<file path="src/rtl/rn_ds_skid.sv">
// Rename-to-dispatch skid buffer: a MAIN register drives dispatch, a SKID
// register absorbs one bundle so in_ready can be registered.
module rn_ds_skid #(
    parameter int LANES   = 4,
    parameter int ALUOP_W = 9,
    parameter int AREG_W  = 5,
    parameter int PREG_W  = 6,
    parameter int IMM_W   = 32,
    parameter int PC_W    = 32
) (
    input  logic                  clk,
    input  logic                  rst,
    input  logic                  flush,
    input  logic                  in_valid,
    output logic                  in_ready,
    input  logic [PC_W-1:0]       in_pc,
    input  logic [LANES-1:0]      in_lane_valid,
    input  logic [LANES*(ALUOP_W+3*AREG_W+3*PREG_W+IMM_W)-1:0] in_data,
    output logic                  out_valid,
    input  logic                  out_ready,
    output logic [PC_W-1:0]       out_pc,
    output logic [LANES-1:0]      out_lane_valid,
    output logic [LANES*(ALUOP_W+3*AREG_W+3*PREG_W+IMM_W)-1:0] out_data,
    output logic [1:0]            occ
);
    localparam int LW = ALUOP_W + 3*AREG_W + 3*PREG_W + IMM_W;
    localparam int DW = LANES * LW;

    logic             main_v_q, main_v_d;
    logic [PC_W-1:0]  main_pc_q, main_pc_d;
    logic [LANES-1:0] main_lv_q, main_lv_d;
    logic [DW-1:0]    main_data_q, main_data_d;
    logic             skid_v_q, skid_v_d;
    logic [PC_W-1:0]  skid_pc_q, skid_pc_d;
    logic [LANES-1:0] skid_lv_q, skid_lv_d;
    logic [DW-1:0]    skid_data_q, skid_data_d;
    logic             in_ready_q, in_ready_d;
    logic [1:0]       occ_q, occ_d;

    logic in_fire, storable, out_fire;

    always_comb begin
        in_fire     = in_valid && in_ready_q;
        storable    = in_fire && (in_lane_valid != '0);
        out_fire    = main_v_q && out_ready;
        main_v_d    = main_v_q;
        main_pc_d   = main_pc_q;
        main_lv_d   = main_lv_q;
        main_data_d = main_data_q;
        skid_v_d    = skid_v_q;
        skid_pc_d   = skid_pc_q;
        skid_lv_d   = skid_lv_q;
        skid_data_d = skid_data_q;
        if (flush) begin
            main_v_d    = 1'b0;
            main_pc_d   = '0;
            main_lv_d   = '0;
            main_data_d = '0;
            skid_v_d    = 1'b0;
            skid_pc_d   = '0;
            skid_lv_d   = '0;
            skid_data_d = '0;
        end else if (!main_v_q) begin
            if (storable) begin
                main_v_d    = 1'b1;
                main_pc_d   = in_pc;
                main_lv_d   = in_lane_valid;
                main_data_d = in_data;
            end
        end else if (out_fire) begin
            if (skid_v_q) begin
                main_pc_d   = skid_pc_q;
                main_lv_d   = skid_lv_q;
                main_data_d = skid_data_q;
                skid_v_d    = 1'b0;
            end else if (storable) begin
                main_pc_d   = in_pc;
                main_lv_d   = in_lane_valid;
                main_data_d = in_data;
            end else begin
                main_v_d    = 1'b0;
            end
        end else if (storable) begin
            // in_ready guarantees SKID is empty here
            skid_v_d    = 1'b1;
            skid_pc_d   = in_pc;
            skid_lv_d   = in_lane_valid;
            skid_data_d = in_data;
        end
        in_ready_d = !skid_v_d;
        occ_d      = {1'b0, main_v_d} + {1'b0, skid_v_d};
    end

    always_ff @(posedge clk) begin
        if (rst) begin
            main_v_q    <= 1'b0;
            main_pc_q   <= '0;
            main_lv_q   <= '0;
            main_data_q <= '0;
            skid_v_q    <= 1'b0;
            skid_pc_q   <= '0;
            skid_lv_q   <= '0;
            skid_data_q <= '0;
            in_ready_q  <= 1'b1;
            occ_q       <= 2'd0;
        end else begin
            main_v_q    <= main_v_d;
            main_pc_q   <= main_pc_d;
            main_lv_q   <= main_lv_d;
            main_data_q <= main_data_d;
            skid_v_q    <= skid_v_d;
            skid_pc_q   <= skid_pc_d;
            skid_lv_q   <= skid_lv_d;
            skid_data_q <= skid_data_d;
            in_ready_q  <= in_ready_d;
            occ_q       <= occ_d;
        end
    end

    assign in_ready       = in_ready_q;
    assign occ            = occ_q;
    assign out_valid      = main_v_q;
    assign out_pc         = main_v_q ? main_pc_q : '0;
    assign out_lane_valid = main_v_q ? main_lv_q : '0;
    assign out_data       = main_v_q ? main_data_q : '0;

endmodule

</file>
<file path="config.mk">
export PLATFORM = sky130hd
export DESIGN_NAME = rn_ds_skid
export DESIGN_NICKNAME = d
export VERILOG_FILES = /design/src/rtl/rn_ds_skid.sv
export SDC_FILE = /design/constraint.sdc
export NUM_CORES = 2
export LEC_CHECK = 0
export CAP_MARGIN = 10
export CELL_PAD_IN_SITES_DETAIL_PLACEMENT = 0
export CELL_PAD_IN_SITES_GLOBAL_PLACEMENT = 2
export CORE_UTILIZATION = 32
export CTS_BUF_LIST = sky130_fd_sc_hd__clkbuf_8
export CTS_CLUSTER_DIAMETER = 200
export DETAILED_ROUTE_END_ITERATION = 6
export PLACE_DENSITY_LB_ADDON = 0.1
export SKIP_CTS_REPAIR_TIMING = 1
export SYNTH_ARGS = -nofsm -noshare
export SYNTH_HDL_FRONTEND = slang
export SYNTH_SLANG_ARGS = --single-unit
</file>
<file path="constraint.sdc">
create_clock -name clk -period 2.2 [get_ports clk]
set_input_delay 0.44 -clock clk [delete_from_list [all_inputs] [get_ports clk]]
set_output_delay 0.44 -clock clk [all_outputs]
set_load 0.005 [all_outputs]
</file>
==> results.tsv <==
stage	metric	value	unit
timing	post-route fraction of the period consumed by the critical path	1.23	
pwr	power density relative to cell area	668	nW/um2
timing	endpoints failing setup	329	
timing	max-slew violations	0	
global_routing	initial antenna violation count	18	
synthesis	post-synth design cell area	29200	um2
route	Detailed Route Iter0 Violations	1270	
synthesis	share of flip-flops with an asynchronous set or reset after synthesis	0	
synthesis	share of the synthesized area in compound gates (AO/OA/AOI/OAI)	0.216	
die	DIE AREA	92300	um2
worst_setup_path	chain of cells forming the critical path	buf_4 > clkbuf_16 > and2_1 > clkdlybuf4s50_1	
timing	number of hold-slack violations in the final timing report	0	
worst_setup_path	worst setup path class	register to output port	
pwr	switching power share of the total	0.255	
worst_setup_path	data required time at the worst endpoint	1760	ps
route	Detailed Route WL	101	mm
clock_network	CTS buffer count	120	
worst_setup_path	slowest stage delay, CP	520	ps
die	overall die height	304	um
clock_network	clock slew seen by the registers of the worst setup and hold paths	60	ps
global_routing	global routing usage summed across all routing layers	0.209	
final_layout	Util after Layout	0.447	
global_routing	overflow left after global routing	0	
status	status	complete, but fails checks	
synthesis	post-synthesis share of cell area spent on xor and xnor gates	0	
worst_setup_path	slowest cell on the critical path	sky130_fd_sc_hd__clkdlybuf4s50_1	
die	standard-cell rows	110	
clock_network	worst-skew pair later-pin latency	720	ps
synthesis	most common flop cell mapped by yosys	sky130_fd_sc_hd__dfxtp_1	
clock_network	number of buffers between clock root and the deepest sink	3	
synthesis	Post-synth EDFFs	0	
placement	IO buf count	672	
final_layout	net count of the finished layout	3969	
global_routing	wire length of the first global-routing pass	152	mm
final_layout	fraction of final layout cells sized beyond drive strength 1	0.191	
status	failing checks	negative setup slack	
clock_network	number of sinks driven by the clock tree	669	
synthesis	area leader, netlist	sky130_fd_sc_hd__dfxtp_1	
die	Core Area	90100	um2
timing	worst max-slew margin expressed relative to the limit	0.681	
worst_setup_path	worst path arrival time	2260	ps
worst_setup_path	highest fanout seen on the critical path	21	
pwr	leakage power	0.0149	uW
clock_network	deepest level of the CTS H-tree	3	
synthesis	Seq cells post-synth	669	
min_path	type of the most critical hold path	input port to register	
clock_network	clock tree from TritonCTS	yes	
timing	final-layout setup total negative slack	-121700	ps
placement	Routability Congestion	0.822	
worst_setup_path	element type at the critical path end	output port	
route	antenna-violating nets left	0	
route	post-DR vias/cell	5.02	
timing	clock tree skew after final layout	21.7	ps
timing	Final WS setup	-500	ps
clock_network	root buffer cell	sky130_fd_sc_hd__clkbuf_8	
timing	RSZ-0062 raised after global routing	yes	
global_routing	largest net degree at the start of global routing	73	
synthesis	multiplexer share of the synthesized area	0.113	
synthesis	fraction of post-synthesis cell area in the top cell type by area	0.459	
pwr	net switching power	6870	uW
pwr	share of power burned in registers	0.468	
pwr	Internal	20100	uW
die	count of boundary I/O pins	673	
worst_setup_path	startpoint class of the critical path	register	
final_layout	layout-stage area growth over the synthesis result	38.3	%
synthesis	syn nets	3330	
timing	final period demand of the worst path	2700	ps
synthesis	post-synthesis cell type count	31	
timing	slew at the pin with the worst max-slew slack	476	ps
placement	HPWL after DPL	69.5	mm
synthesis	average cell area after synthesis	9.74	um2
route	via total after detailed routing	24588	
synthesis	post-synthesis cell count	2992	
route	wire length per cell after detailed routing	20.7	um
global_routing	vias in the first global route	24975	
synthesis	post-synthesis share of cell area spent on and, or, nand and nor gates	0.162	
job	max-capacitance violation count	0	
synthesis	largest family of logic cells by synthesized area	compound AO/OA/AOI/OAI gates	
route	number of design rule violations left after detail routing	0	
pwr	Max IR drop VDD	389	uV
synthesis	fraction of the mapped netlist area in adder cells	0.000429	
pwr	Clk network pwr share	0.422	
synthesis	cell types with the largest area share after synthesis	sky130_fd_sc_hd__dfxtp_1, sky130_fd_sc_hd__o221a_2, sky130_fd_sc_hd__mux2i_1	
timing	Peak Freq	370	MHz
die	floorplan die width	304	um
route	iteration count of the initial detailed-routing pass	7	
synthesis	sequential area share after synthesis	0.459	
synthesis	total number of yosys warnings	0	
die	initial core utilization	0.323	
pwr	part of the power in combinational logic	0.109	
## synthesized netlist by cell type, types with 2 or more instances
master and number:
sky130_fd_sc_hd__nor2b_1 4, sky130_fd_sc_hd__nand4_1 4, sky130_fd_sc_hd__dfxtp_1 669, sky130_fd_sc_hd__a21oi_1 6, sky130_fd_sc_hd__buf_2 71, sky130_fd_sc_hd__clkbuf_1 194
sky130_fd_sc_hd__a211oi_1 2, sky130_fd_sc_hd__a221o_1 4, sky130_fd_sc_hd__buf_6 31, sky130_fd_sc_hd__and2_1 333, sky130_fd_sc_hd__o21a_1 328, sky130_fd_sc_hd__nand3_1 5
sky130_fd_sc_hd__nand2_1 662, sky130_fd_sc_hd__mux2i_1 328, sky130_fd_sc_hd__o21ai_1 4, sky130_fd_sc_hd__o221a_2 328, sky130_fd_sc_hd__nand2b_1 5
## worst max-delay path, delay by kind of cell (launching register included)
kind | cells | cell delay (ps)
buffers and inverters | 3 | 910
flip-flops | 1 | 420
AND/OR/NAND/NOR | 1 | 200
## cells in the final DEF (no fill, tap or decap), drive strengths merged
cell and instances:
clkdlybuf4s50 629, nor2 1, a21oi 6, clkinv 14
a31oi 1, a221oi 1, a211oi 2, o21ai 4
ha 1, clkbuf 168, a211o 1, or2 1
o211ai 1, nand3 5, mux2i 328, o21a 328
a221o 4, or4 1, nor4 1, and2 333
o31ai 1, o211a 1, dfxtp 669, and3 1
buf 159, dlymetal6s2s 4, bufinv 1, diode 6
inv 39, o221a 328, nor2b 4, nand4 4
nand2b 5, or3b 1, nand2 662, clkinvlp 4
## per-layer routing
layer,GRT usage,vias up,part of all wire
li1,-,11842,-
met3,0.0501,175,0.054
met1,0.251,11893,0.43
met4,0.0771,24,0.029
met5,0,-,0.0016
met2,0.360,654,0.49
## area by class of cell
| type | count | area [um2] |
|---|---|---|
| clock buffers | 147 | 2020 |
| clock inverters | 57 | 273 |
| diodes | 6 | 15.0 |
| repair buffers | 813 | 8700 |
| well taps | 1176 | 1470 |
| flip-flops and latches | 669 | 13400 |
| inverters | 1 | 3.75 |
| multi-input cells | 2026 | 14400 |
| fillers | 8535 | 49800 |
## worst paths after layout
kind                      from               end  slack (ps)  cells after the start
hold / removal    in_data[295]  skid_data_q[295]         310                      3
hold reg to reg   skid_lv_q[0]      skid_lv_q[0]         450                      2
setup reg to reg     out_valid  main_data_q[237]          20                      8
setup / recovery     out_valid      out_data[52]        -500                      4
## cells by family (layout without fill, tap and decap cells)
logic type	count (synthesis)	in the layout
compound gates	678	678
fa+ha+maj	1	1
buf+inv	297	1018
flops	669	669
mux	328	328
other cells	0	6
simple gates	1019	1019
## through the flow
step                      cells  hold WS (ps)  cell area, um2  total power (uW)  setup slack [ps]
after global placement     4674           439           37800             15700              -367
after floorplan            2992           429           29200             14200               375
after CTS                  4878           217           40100             27300              -687
after detailed placement   4674           444           37800             15800              -411
final                      4895           310           40300             26900              -500
after global routing       4894           249           40300             28100              -607
## sequential cells by signal (all words and copies together) (netlist names)
signal and flops:
main_data_q 296, skid_data_q 296, main_pc_q 32, skid_pc_q 32
main_lv_q 4, skid_lv_q 4, occ 2, in_ready 1
out_valid 1, skid_v_q 1
## power by group through the flow
stage | sequential [uW] | combinational (uW) | clock [uW]
after detailed placement | 12900 | 2910 | 0
after global routing | 12600 | 3160 | 12300
after global placement | 12900 | 2870 | 0
after CTS | 12600 | 2920 | 11800
final | 12600 | 2940 | 11400
after floorplan | 12800 | 1370 | 0
No activity file was read; power rests on OpenSTA's default activity.
